<file path="config.mk">
export PLATFORM = sky130hd
export DESIGN_NAME = ddr3_avl_arbiter
export DESIGN_NICKNAME = d
export VERILOG_FILES = /design/src/rtl/ddr3_avl_arbiter.sv
export SDC_FILE = /design/constraint.sdc
export NUM_CORES = 1
export LEC_CHECK = 0
export CORE_AREA = 4 4 267 269
export CTS_BUF_LIST = sky130_fd_sc_hd__clkbuf_8
export DETAILED_ROUTE_END_ITERATION = 12
export DIE_AREA = 0 0 271 273
export PLACE_DENSITY = 0.33
export SETUP_SLACK_MARGIN = 0.1
export SKIP_CTS_REPAIR_TIMING = 1
export SYNTH_ARGS = -nofsm -noshare
export SYNTH_HDL_FRONTEND = slang
export SYNTH_SLANG_ARGS = --single-unit
</file>
<file path="constraint.sdc">
create_clock -name clk -period 7.4 [get_ports clk]
set_input_delay 1.85 -clock clk [delete_from_list [all_inputs] [get_ports clk]]
set_output_delay 1.85 -clock clk [all_outputs]
set_load 0.05 [all_outputs]
</file>
<file path="src/rtl/ddr3_avl_arbiter.sv">
// Two-master Avalon arbiter in front of the DDR3 controller: M0 writes (DVP capture), M1 reads (detection).
// Writes win by default; a bounded write streak and an outstanding-read budget keep reads flowing safely.
module ddr3_avl_arbiter #(
  parameter int MAX_WR_GRANTS = 4,
  parameter int MAX_PENDING   = 256
) (
  input  logic         clk,
  input  logic         rst,
  input  logic [31:0]  m0_address,
  input  logic         m0_write,
  input  logic [127:0] m0_writedata,
  input  logic [15:0]  m0_byteenable,
  input  logic [9:0]   m0_burstcount,
  output logic         m0_waitrequest,
  input  logic [31:0]  m1_address,
  input  logic         m1_read,
  input  logic [9:0]   m1_burstcount,
  output logic         m1_waitrequest,
  output logic [127:0] m1_readdata,
  output logic         m1_readdatavalid,
  output logic [31:0]  avl_addr,
  output logic         avl_write_req,
  output logic         avl_read_req,
  output logic [127:0] avl_wdata,
  output logic [15:0]  avl_be,
  output logic [9:0]   avl_size,
  input  logic         avl_waitrequest,
  input  logic [127:0] avl_rdata,
  input  logic         avl_rdata_valid,
  output logic [10:0]  pend_cnt
);

  localparam logic [1:0] IDLE     = 2'd0;
  localparam logic [1:0] WR_BURST = 2'd1;
  localparam logic [1:0] RD_CMD   = 2'd2;

  localparam logic [3:0]  MAX_WR = 4'(MAX_WR_GRANTS);
  localparam logic [10:0] MAX_P  = 11'(MAX_PENDING);

  logic [1:0]  state;
  logic [1:0]  state_nxt;
  logic        armed;
  logic [9:0]  beats_left;
  logic [2:0]  wr_streak;
  logic        err_underflow;
  logic [31:0] addr_hold;
  logic [9:0]  size_hold;

  logic [9:0]  m0_eff;
  logic [9:0]  m1_eff;
  logic        read_ok;
  logic        streak_hit;
  logic        grant_wr;
  logic        grant_rd;
  logic        wr_beat;
  logic        wr_first;
  logic        wr_last;
  logic        rd_accept;
  logic [10:0] pend_sum;
  logic [10:0] pend_nxt;

  function automatic logic [9:0] eff_burst(input logic [9:0] b);
    return (b == 10'd0) ? 10'd1 : b;
  endfunction

  assign m0_eff     = eff_burst(m0_burstcount);
  assign m1_eff     = eff_burst(m1_burstcount);
  assign read_ok    = (pend_cnt + {1'b0, m1_eff}) <= MAX_P;
  assign streak_hit = {1'b0, wr_streak} >= MAX_WR;

  // armed blocks the very first cycle after reset release so a grant needs two edges
  assign grant_wr = armed && (state == IDLE) && m0_write &&
                    !(m1_read && read_ok && streak_hit);
  assign grant_rd = armed && (state == IDLE) && m1_read && read_ok &&
                    (!m0_write || streak_hit);

  // beats_left == 0 inside WR_BURST means the first beat has not been taken yet
  assign wr_beat   = (state == WR_BURST) && m0_write && !avl_waitrequest;
  assign wr_first  = (beats_left == 10'd0);
  assign wr_last   = wr_beat && (wr_first ? (m0_eff == 10'd1) : (beats_left == 10'd1));
  assign rd_accept = (state == RD_CMD) && m1_read && !avl_waitrequest;

  always_comb begin
    state_nxt = state;
    case (state)
      IDLE: begin
        if (grant_wr)      state_nxt = WR_BURST;
        else if (grant_rd) state_nxt = RD_CMD;
      end
      WR_BURST: if (wr_last) state_nxt = IDLE;
      RD_CMD:   if (rd_accept || !m1_read) state_nxt = IDLE;
      default:  state_nxt = IDLE;
    endcase
  end

  // A valid beat with nothing outstanding is clamped at zero and flagged
  always_comb begin
    pend_sum = pend_cnt + (rd_accept ? {1'b0, m1_eff} : 11'd0);
    pend_nxt = pend_sum;
    if (avl_rdata_valid) pend_nxt = (pend_sum == 11'd0) ? 11'd0 : pend_sum - 11'd1;
  end

  always_ff @(posedge clk or posedge rst) begin
    if (rst) begin
      state         <= IDLE;
      armed         <= 1'b0;
      beats_left    <= 10'd0;
      wr_streak     <= 3'd0;
      pend_cnt      <= 11'd0;
      err_underflow <= 1'b0;
    end else begin
      state    <= state_nxt;
      armed    <= 1'b1;
      pend_cnt <= pend_nxt;
      if (wr_beat) beats_left <= wr_first ? m0_eff - 10'd1 : beats_left - 10'd1;
      if (grant_rd)
        wr_streak <= 3'd0;
      else if (grant_wr && m1_read) begin
        if (wr_streak != 3'd7) wr_streak <= wr_streak + 3'd1;
      end else if ((state == IDLE) && !m1_read)
        wr_streak <= 3'd0;
      if (avl_rdata_valid && (pend_sum == 11'd0)) err_underflow <= 1'b1;
    end
  end

  always_ff @(posedge clk) begin
    if (wr_beat && wr_first) begin
      addr_hold <= m0_address;
      size_hold <= m0_burstcount;
    end
  end

  always_comb begin
    avl_addr       = 32'd0;
    avl_write_req  = 1'b0;
    avl_read_req   = 1'b0;
    avl_wdata      = 128'd0;
    avl_be         = 16'd0;
    avl_size       = 10'd0;
    m0_waitrequest = 1'b1;
    m1_waitrequest = 1'b1;
    case (state)
      WR_BURST: begin
        avl_addr       = wr_first ? m0_address : addr_hold;
        avl_size       = wr_first ? m0_burstcount : size_hold;
        avl_write_req  = m0_write;
        avl_wdata      = m0_writedata;
        avl_be         = m0_byteenable;
        m0_waitrequest = avl_waitrequest;
      end
      RD_CMD: begin
        avl_addr       = m1_address;
        avl_size       = m1_burstcount;
        avl_read_req   = m1_read;
        m1_waitrequest = avl_waitrequest;
      end
      default: ;
    endcase
  end

  assign m1_readdata      = avl_rdata;
  assign m1_readdatavalid = avl_rdata_valid;

endmodule

</file>
### After elaboration in Yosys (flattened, before gate mapping)

Cells that the tools add are included.

| operators by class | value |
|---|---|
| reductions and logical operators | 30 |
| mux-type cells | 26 |
| magnitude comparators | 2 |
| add/sub/neg operators | 6 |
| equality and inequality tests | 9 |

Operators by type and width:

| kind | number |
|---|---|
| 2-to-1 mux 128 bit | 1 |
| one-hot mux 32 bit (2 select lines) | 1 |
| 2-to-1 mux 10 bit | 5 |
| 2-to-1 mux 32 bit | 1 |
| logical NOT 10 bit | 3 |
| adder 11 x 10 -> 11 bit | 2 |
| 2-to-1 mux 11 bit | 2 |
| == test 10 x 1 -> 1 bit, second input constant | 2 |
| one-hot mux 10 bit (2 select lines) | 1 |
| subtractor 10 x 1 -> 10 bit, second input constant | 2 |
| logical AND 1 bit | 16 |
| 2-to-1 mux 16 bit | 1 |
| 2-to-1 mux 3 bit | 4 |
| less-or-equal comparator 11 x 9 -> 1 bit, second input constant | 1 |
| logical NOT 11 bit | 1 |
| subtractor 11 x 1 -> 11 bit, second input constant | 1 |
| 2-to-1 mux 2 bit | 4 |
| != test 3 bit, second input constant | 2 |
| one-hot mux 2 bit (3 select lines) | 1 |
| 2-to-1 mux 1 bit | 5 |
| logical NOT 1 bit | 4 |
| adder 3 x 1 -> 3 bit, second input constant | 1 |
| greater-or-equal comparator 3 bit, second input constant | 1 |
| != test 3 x 2 -> 1 bit, second input constant | 1 |
| 9 further kinds | 10 |

| word-level totals | value |
|---|---|
| word-level logic and storage cells | 80 |
| output and inout bits | 330 |
| input bits | 362 |
| register bits after elaboration | 69 |

### Logic depth before layout (Yosys ltp)

Gate-level depths: netlist (run 1).

| depth | value |
|---|---|
| depth in word-level cells | 11 |
| depth in mapped cells | 17 |
| mapped depth without buffers | 16 |

### Least setup slack after synthesis (run 1)

No wires, ideal clock.

| timing path | value |
|---|---|
| kind | input to register |
| start | input port m1_read |
| end | register pend_cnt[5] |
| setup slack | 2.363 ns |
| buffers on the path | 0 |
| data arrival time | 4.918 ns |
| required time | 7.281 ns |
| stages | 12 |
| setup time | 0.119 ns |
| cell sequence | and2_1 -> nor2b_1 -> and2_1 -> ha_1 -> and2_1 -> a311o_1 -> or3_4 -> a22oi_4 -> o211ai_4 -> nor4b_4 -> and2_1 -> nor2_1 |

| on the way | value |
|---|---|
| cells in the longest elaborated chain, start to end | 7 |
| elaborated cells on any way between the ends | 8 |
| classes of those cells | add/sub: 2; mux: 3; reduce/logical: 3 |

RTL lines:

| element | RTL line | source |
|---|---|---|
| start, declared | 16 | `input logic m1_read,` |
| logical AND 1 bit (*) (2 in series) | 81 | `assign rd_accept = (state == RD_CMD) && m1_read && !avl_waitrequest;` |
| 2-to-1 mux 10 bit (*) | 98 | `pend_sum = pend_cnt + (rd_accept ? {1'b0, m1_eff} : 11'd0);` |
| adder 11 x 10 -> 11 bit (*) | 98 |  |
| subtractor 11 x 1 -> 11 bit or logical NOT 11 bit (tied branches) | - |  |
| 2-to-1 mux 11 bit | 100 | `if (avl_rdata_valid) pend_nxt = (pend_sum == 11'd0) ? 11'd0 : pend_sum - 11'd1;` |
| 2-to-1 mux 11 bit (*) | 100 |  |
| named net pend_nxt[5] | 60 | `logic [10:0] pend_nxt;` |
| end signal, assigned | 114 | `pend_cnt <= pend_nxt;` |
| end, declared | 30 | `output logic [10:0] pend_cnt` |

Mark *: on every way through the listed nets, which the timed path passes. The rest lies on a longest branch.
A chain may end at the register's enable or synchronous reset.

### Final worst setup path (run 1)

| timing path | value |
|---|---|
| start | register beats_left[5] |
| end | output port avl_size[3] |

| on the way | value |
|---|---|
| cells in the longest elaborated chain, start to end | 3 |

RTL lines:

| element | RTL line | source |
|---|---|---|
| start, declared | 43 | `logic [9:0] beats_left;` |
| start signal, assigned | 115 | `if (wr_beat) beats_left <= wr_first ? m0_eff - 10'd1 : beats_left - 10'd1;` |
| logical NOT 10 bit | 79 | `assign wr_first = (beats_left == 10'd0);` |
| 2-to-1 mux 10 bit | 145 | `avl_size = wr_first ? m0_burstcount : size_hold;` |
| one-hot mux 10 bit (2 select lines) | 142 | `case (state)` |
| end, declared | 26 | `output logic [9:0] avl_size,` |

No other way between the ends.

==> impl_metrics.csv, run 1 <==
group,metric,value,unit
yosys,netlist.area_leader.share,17.7,%
yosys,ys_top_cells_by_count,"and2_1 (161), nand2_1 (140), buf_4 (129), a22oi_1 (45)",
yosys,synthArstFlopShare,39.1,%
floorplanning,io_pins,692,
pwr,cellPowerDensity,339,mW/mm^2
floorplanning,dieArea,0.0740,sq mm
cells_and_area,area_growth,65.8,%
yosys,synth-simple-area-share,32.8,%
placed_design,gp_congestion,0.754,
setup_path,cp.required,5.55,ns
clock_network,cts_root_buffer,"clkbuf_8",
drt,drc_errors,0,
setup_path,arrival,4.25,ns
sta,finalSetupViolations,0,
yosys,synth.most_common_cell,"and2_1",
yosys,synthXorXnorAreaFrac,2.93,%
yosys,synthCells,895,
yosys,synth_area_leader_cell,"edfxtp_1",
yosys,synth-compound-area-share,13.3,%
pwr,pwr-share-comb,77.1,%
cells_and_area,drive_gt1_share,4.17,%
floorplanning,coreArea,0.0686,sq mm
grt,grt_pass1_wl,50.3,mm
yosys,ys_ff_latch,69,
drt,ant_nets,0,
setup_path,crit_type,"flip-flop to output pin",
setup_path,path_max_fanout,29,
yosys,synth_top_family_by_area,"simple AND/OR/NAND/NOR gates",
sta,rsz0062_at_grt,"no",
clock_network,insertion_delay,0.41,ns
yosys,yosysSeqAreaShare,27.2,%
sta,slew_headroom,41.6,%
placed_design,dp.cells,2089,
sta,min_period,6.10,ns
grt,grt_pass1_vias,7378,
sta,finalCritPeriodShare,82.4,%
floorplanning,initial_core_util,10.4,%
cells_and_area,fin_util,17.2,%
pwr,intPower,1.74,mW
setup_path,cp-start-kind,"flip-flop",
sta,clock.fmax,0.164,GHz
job,drv_cap,0,
floorplanning,die_w,271,um
yosys,synth_edf_count,42,
status,status,"finished clean",
cells_and_area,fillers,7687,
clock_network,cts.clk_slew.worst_paths,0.09,ns
sta,hold_violations,0,
cells_and_area,final_nets,1563,
drt,drt-initial-drc-count,281,
yosys,synth_mux_area_share,0.632,%
clock_network,cts_tree,"built",
yosys,synthTopCellsByArea,"edfxtp_1 (18%), and2_1 (14%), buf_4 (14%)",
placed_design,portBuffers,435,
drt,avgViaCountPerCell,3.32,
yosys,synth_adder_area_share,5.83,%
drt,finalWirelength,35.3,mm
sta,tightestPinTransition,0.875,ns
grt,grt_max_degree,114,
pwr,netSwitchingFraction,56.4,%
clock_network,cts_max_path_buffers,2,
drt,vias,6985,
sta,drv_slew,0,
yosys,synth_ff_type,"edfxtp_1",
setup_path,cp-end-kind,"output pin",
pwr,max-vdd-ir-drop,179,uV
yosys,syn_area_per_cell,7.96,sq um
pwr,clockPowerShare,9.6,%
pwr,power_leakage,4.35,nW
drt,drt_pass1_iterations,7,
pwr,netSwitchingPower,2.26,mW
clock_network,cts_sinks,69,
floorplanning,die_y,273,um
clock_network,numCtsBuffers,9,
yosys,syn_area,0.00713,sq mm
floorplanning,num_rows,96,
yosys,yosysUniqueCellTypes,64,
cells_and_area,multi_input_area,0.00398,sq mm
sta,final.setup.tns,0,ns
cells_and_area,fin_cells,2107,
pwr,pwr-share-seq,13.3,%
grt,gr-total-overflow,0,
placed_design,dp_hpwl,29.0,mm
drt,wl_per_cell,16.7,um
yosys,synth.net_count,1289,
yosys,yosys_warnings,0,
grt,grt_use_total,9.10,%
sta,finClkSkew,0.0213,ns
worst_hold_path,min_path_type,"flip-flop to flip-flop",
clock_network,cts_max_level,3,
cells_and_area,seqCellArea,0.00194,sq mm
grt,antenna_found_initial,4,
-- sequential cells by signal, summed over array words and instances (netlist names) --
signal,flops
state,2
size_hold,10
addr_hold,32
pend_cnt,11
wr_streak,3
beats_left,10
armed,1
-- layout by cell type (no fill, tap or decap), drive strengths merged, types with 4 or more instances in the layout --
| master | count |
|---|---|
| clkbuf | 10 |
| clkdlybuf4s50 | 435 |
| buf | 7 |
| nand2 | 140 |
| dfrtp | 27 |
| nor3 | 13 |
| or3 | 6 |
| nor2 | 27 |
| ha | 30 |
| and3 | 4 |
| or2 | 5 |
| inv | 24 |
| xor2 | 11 |
| edfxtp | 42 |
| a21oi | 17 |
| nand4 | 8 |
| nor4 | 5 |
| nand3 | 10 |
| nor2b | 44 |
| xnor2 | 12 |
| o21ai | 26 |
| and2 | 161 |
| nand2b | 7 |
| a22oi | 47 |
| a21o | 10 |
-- worst paths after layout --
check	startpoint	end	slack, ns	depth (start not counted)
worst min-delay path	wr_streak[1]$_DFFE_PP0P_	wr_streak[1]$_DFFE_PP0P_	0.54	2
max in group asynchronous	rst	beats_left[4]$_DFFE_PP0P_	5.25	3
worst min register to register	wr_streak[1]$_DFFE_PP0P_	wr_streak[1]$_DFFE_PP0P_	0.54	2
worst max-delay path	beats_left[5]$_DFFE_PP0P_	avl_size[3]	1.30	10
min in group asynchronous	rst	pend_cnt[10]$_DFF_PP0_	1.84	3
worst max register to register	state[0]$_DFFE_PP0P_	pend_cnt[5]$_DFF_PP0_	2.79	15
-- through the flow --
stage	cell area [sq um]	setup slack [ns]	power (mW)	hold WS, ns
global placement	11600	1.55	3.71	0.522
global route	11800	0.888	4.27	0.569
finish	11800	1.30	4.00	0.537
floorplan	7130	2.36	2.75	0.476
detailed placement	11600	1.52	3.68	0.527
CTS	11800	1.16	4.10	0.548
-- logic make-up (layout without fill, tap and decap cells) --
| logic type | Yosys count | count (layout) |
|---|---|---|
| and+or+nand+nor | 438 | 438 |
| buffers and inverters | 200 | 479 |
| AOI/OAI and AO/OA | 128 | 128 |
| DFF | 69 | 69 |
| adders and majority gates | 32 | 32 |
| xor gates and xnor gates | 23 | 23 |
| muxes | 4 | 4 |
| other | 1 | 3 |
-- final cells by class --
cell class	instances	area share, %
flip-flops and latches	69	16.4
multi-input cells	626	33.7
clock buffers	10	1.17
well taps	931	9.86
inverters	21	0.667
clock inverters	6	0.784
repair buffers	442	37.4
diodes	2	0.0424
-- critical path: stages, from the launching register on --
cell and delay [ns]:
dfrtp_1 0.46, nor4_1 0.29, nand3_1 0.24, nor3_1 0.42, and2_2 0.53, buf_4 0.43, nand2_1 0.09, nand2_1 0.14
a22oi_1 0.15, nor2b_1 0.21, clkdlybuf4s50_1 0.86
-- routing by layer --
metal	up-vias	wire length, um	GRT usage, %
li1	3417	-	-
met1	3146	14300	10.4
met2	367	16500	15.0
met3	51	3740	4.44
met4	4	729	2.72
met5	-	14	0
-- power by group through the flow --
stage,clock (mW),combinational [mW],sequential (mW)
detailed placement,0,3.14,0.544
CTS,0.412,3.15,0.536
global route,0.425,3.30,0.543
floorplan,0,2.15,0.599
global placement,0,3.16,0.544
finish,0.384,3.09,0.532
Note: power is estimated with default switching activity, not from simulation.
==> inputs of run 2 (changes only) <==
- CORE_AREA: 4 4 267 269 -> 4 4 269 271
- DIE_AREA: 0 0 271 273 -> 0 0 273 275
- PLACE_DENSITY: 0.33 -> 0.34
- clock period: 7.4 -> 5 ns (I/O delays scaled with it)
==> impl_metrics.csv, run 2 (same netlist as run 1, synthesis figures left out) <==
group,metric,value,unit
placed_design,dp_hpwl,30.9,mm
worst_hold_path,hold_start,"wr_streak[1]$_DFFE_PP0P_",
sta,rsz0062_at_grt,"yes",
setup_path,crit_path_end,"avl_size[0]",
sta,holdWs,0.536,ns
job,drv_cap,0,
setup_path,r2r_start,"state[0]$_DFFE_PP0P_",
setup_path,reg2reg_to,"pend_cnt[3]$_DFF_PP0_",
drt,ant_nets,0,
sta,drv_slew,0,
sta,tightestPinTransition,0.662,ns
grt,met3_usage,4.73,%
setup_path,path_max_fanout,48,
setup_path,cp_top_family,"simple AND/OR/NAND/NOR gates",
drt,drt-initial-drc-count,335,
setup_path,worstRegToRegCells,18,
sta,finalSetupViolations,0,
setup_path,cp.required,3.75,ns
sta,min_period,4.65,ns
sta,clock.fmax,0.215,GHz
placed_design,gp_congestion,0.773,
floorplanning,die_w,273,um
sta,final.setup.tns,0,ns
cells_and_area,final_cell_mix,"clkdlybuf4s50_1 (399), and2_1 (160), nand2_1 (139)",
cells_and_area,regMostFlops,"addr_hold",
clock_network,insertion_delay,0.40,ns
setup_path,crit_type,"flip-flop to output pin",
grt,grt_pass1_vias,7607,
sta,slew_headroom,55.7,%
setup_path,cp_num_buf_inv,2,
placed_design,portBuffers,435,
cells_and_area,multi_input_area,0.00399,sq mm
cells_and_area,fillers,7828,
grt,gr-total-overflow,0,
cells_and_area,final_common_cell,"clkdlybuf4s50_1",
worst_hold_path,min_path_type,"flip-flop to flip-flop",
sta,finalCritPeriodShare,93.1,%
grt,antenna_found_initial,11,
grt,gr-usage-met1,10.1,%
setup_path,ff2ff_setup_slack,1.15,ns
status,status,"finished clean",
clock_network,cts_max_level,3,
drt,wl_per_cell,17.3,um
grt,busiest_layer,"met2",
setup_path,cp-end-kind,"output pin",
setup_path,cp-start-kind,"flip-flop",
cells_and_area,final_nets,1600,
drt,drc_errors,0,
clock_network,cts.clk_slew.worst_paths,0.09,ns
setup_path,critPathMaxStageDelay,0.81,ns
cells_and_area,fin_util,17.4,%
pwr,cellPowerDensity,498,mW/mm^2
grt,grt_pass1_wl,51.5,mm
grt,grt_max_degree,90,
setup_path,arrival,3.40,ns
cells_and_area,largest_registers,"addr_hold: 32 flops, pend_cnt: 11 flops",
floorplanning,num_rows,97,
sta,finClkSkew,0.0222,ns
drt,vias,7178,
clock_network,cts_sinks,69,
grt,grtUsageMet2,15.1,%
setup_path,cp_common_cell,"nand2_1",
setup_path,cp-startpoint,"beats_left[5]$_DFFE_PP0P_",
floorplanning,coreArea,0.0698,sq mm
clock_network,numCtsBuffers,9,
setup_path,cp.depth,10,
drt,avgViaCountPerCell,3.33,
cells_and_area,largest_reg_flops,32,
sta,hold_violations,0,
cells_and_area,area_growth,70.6,%
setup_path,path_cells,"nor4_1, nand3_1, nor3_2, and2_2, buf_12, nand2_1, nand2_1, a22oi_1, nor2b_1, clkdlybuf4s50_1",
cells_and_area,seqCellArea,0.00194,sq mm
pwr,power_leakage,4.96,nW
drt,drt_pass1_iterations,7,
pwr,max-vdd-ir-drop,242,uV
clock_network,cts_root_buffer,"clkbuf_8",
cells_and_area,drive_gt1_share,8.26,%
clock_network,cts_tree,"built",
floorplanning,io_pins,692,
floorplanning,initial_core_util,10.2,%
floorplanning,dieArea,0.0751,sq mm
clock_network,cts_max_path_buffers,2,
grt,grt_use_total,9.35,%
setup_path,cp_slowest_cell,"clkdlybuf4s50_1",
floorplanning,die_y,275,um
drt,finalWirelength,37.2,mm
## run 2: changes by cell type in the layout (fill, tap and decap cells not counted), sizes merged
cell,change
buf,+50
clkdlybuf4s50,-36
diode,+2
dlymetal6s2s,+23
## run 2: through the flow
stage / setup slack (ns) / std cells / instance area [sq um] / total power, mW
after floorplan: 0.563 / 895 / 7130 / 4.07
after global placement: 0.0569 / 2135 / 11800 / 5.58
after detailed placement: 0.0628 / 2135 / 11800 / 5.57
after CTS: 0.0751 / 2151 / 12100 / 6.20
after global routing: 0.0252 / 2152 / 12100 / 6.42
final: 0.346 / 2155 / 12200 / 6.05
## run 2: final cells by class
class | instances | area share, %
Antenna cell | 4 | 0.0823
Clock buffer | 10 | 1.13
Clock inverter | 6 | 0.762
Inverter | 21 | 0.648
Multi-Input combinational cell | 626 | 32.8
Sequential cell | 69 | 15.9
Tap cell | 940 | 9.68
Timing Repair Buffer | 479 | 39.0
## run 2: worst min-delay path by stage
stage	depth (start not counted)	endpoint	slack, ns
after global placement	2	beats_left[4]$_DFFE_PP0P_	0.52
after detailed placement	1	wr_streak[0]$_DFFE_PP0P_	0.52
after CTS	1	beats_left[6]$_DFFE_PP0P_	0.55
final	2	wr_streak[1]$_DFFE_PP0P_	0.54
after global routing	2	wr_streak[1]$_DFFE_PP0P_	0.57
after floorplan	2	beats_left[4]$_DFFE_PP0P_	0.48
## run 2: worst min-delay path, stage by stage (launching register included)
cell and delay, ns:
dfrtp_1 0.39, inv_1 0.05, mux2i_1 0.06
## run 2: power breakdown
group	switching (mW)	internal (mW)	total, mW
Combinational	3.04	1.65	4.69
Clock	0.271	0.300	0.571
Sequential	0.103	0.684	0.787
Total	3.41	2.64	6.05
## run 2: metal layers
metal / share of wire, % / wire [um]
met2: 46 / 17000
met4: 4.4 / 1640
met5: 0.18 / 66
met1: 39 / 14400
met3: 11 / 4080
==> inputs of run 3 (changes only) <==
- SLEW_MARGIN: default -> 20
==> results of run 3 <==
Same layout as run 2: the final DEF is identical, and so are final timing and power.
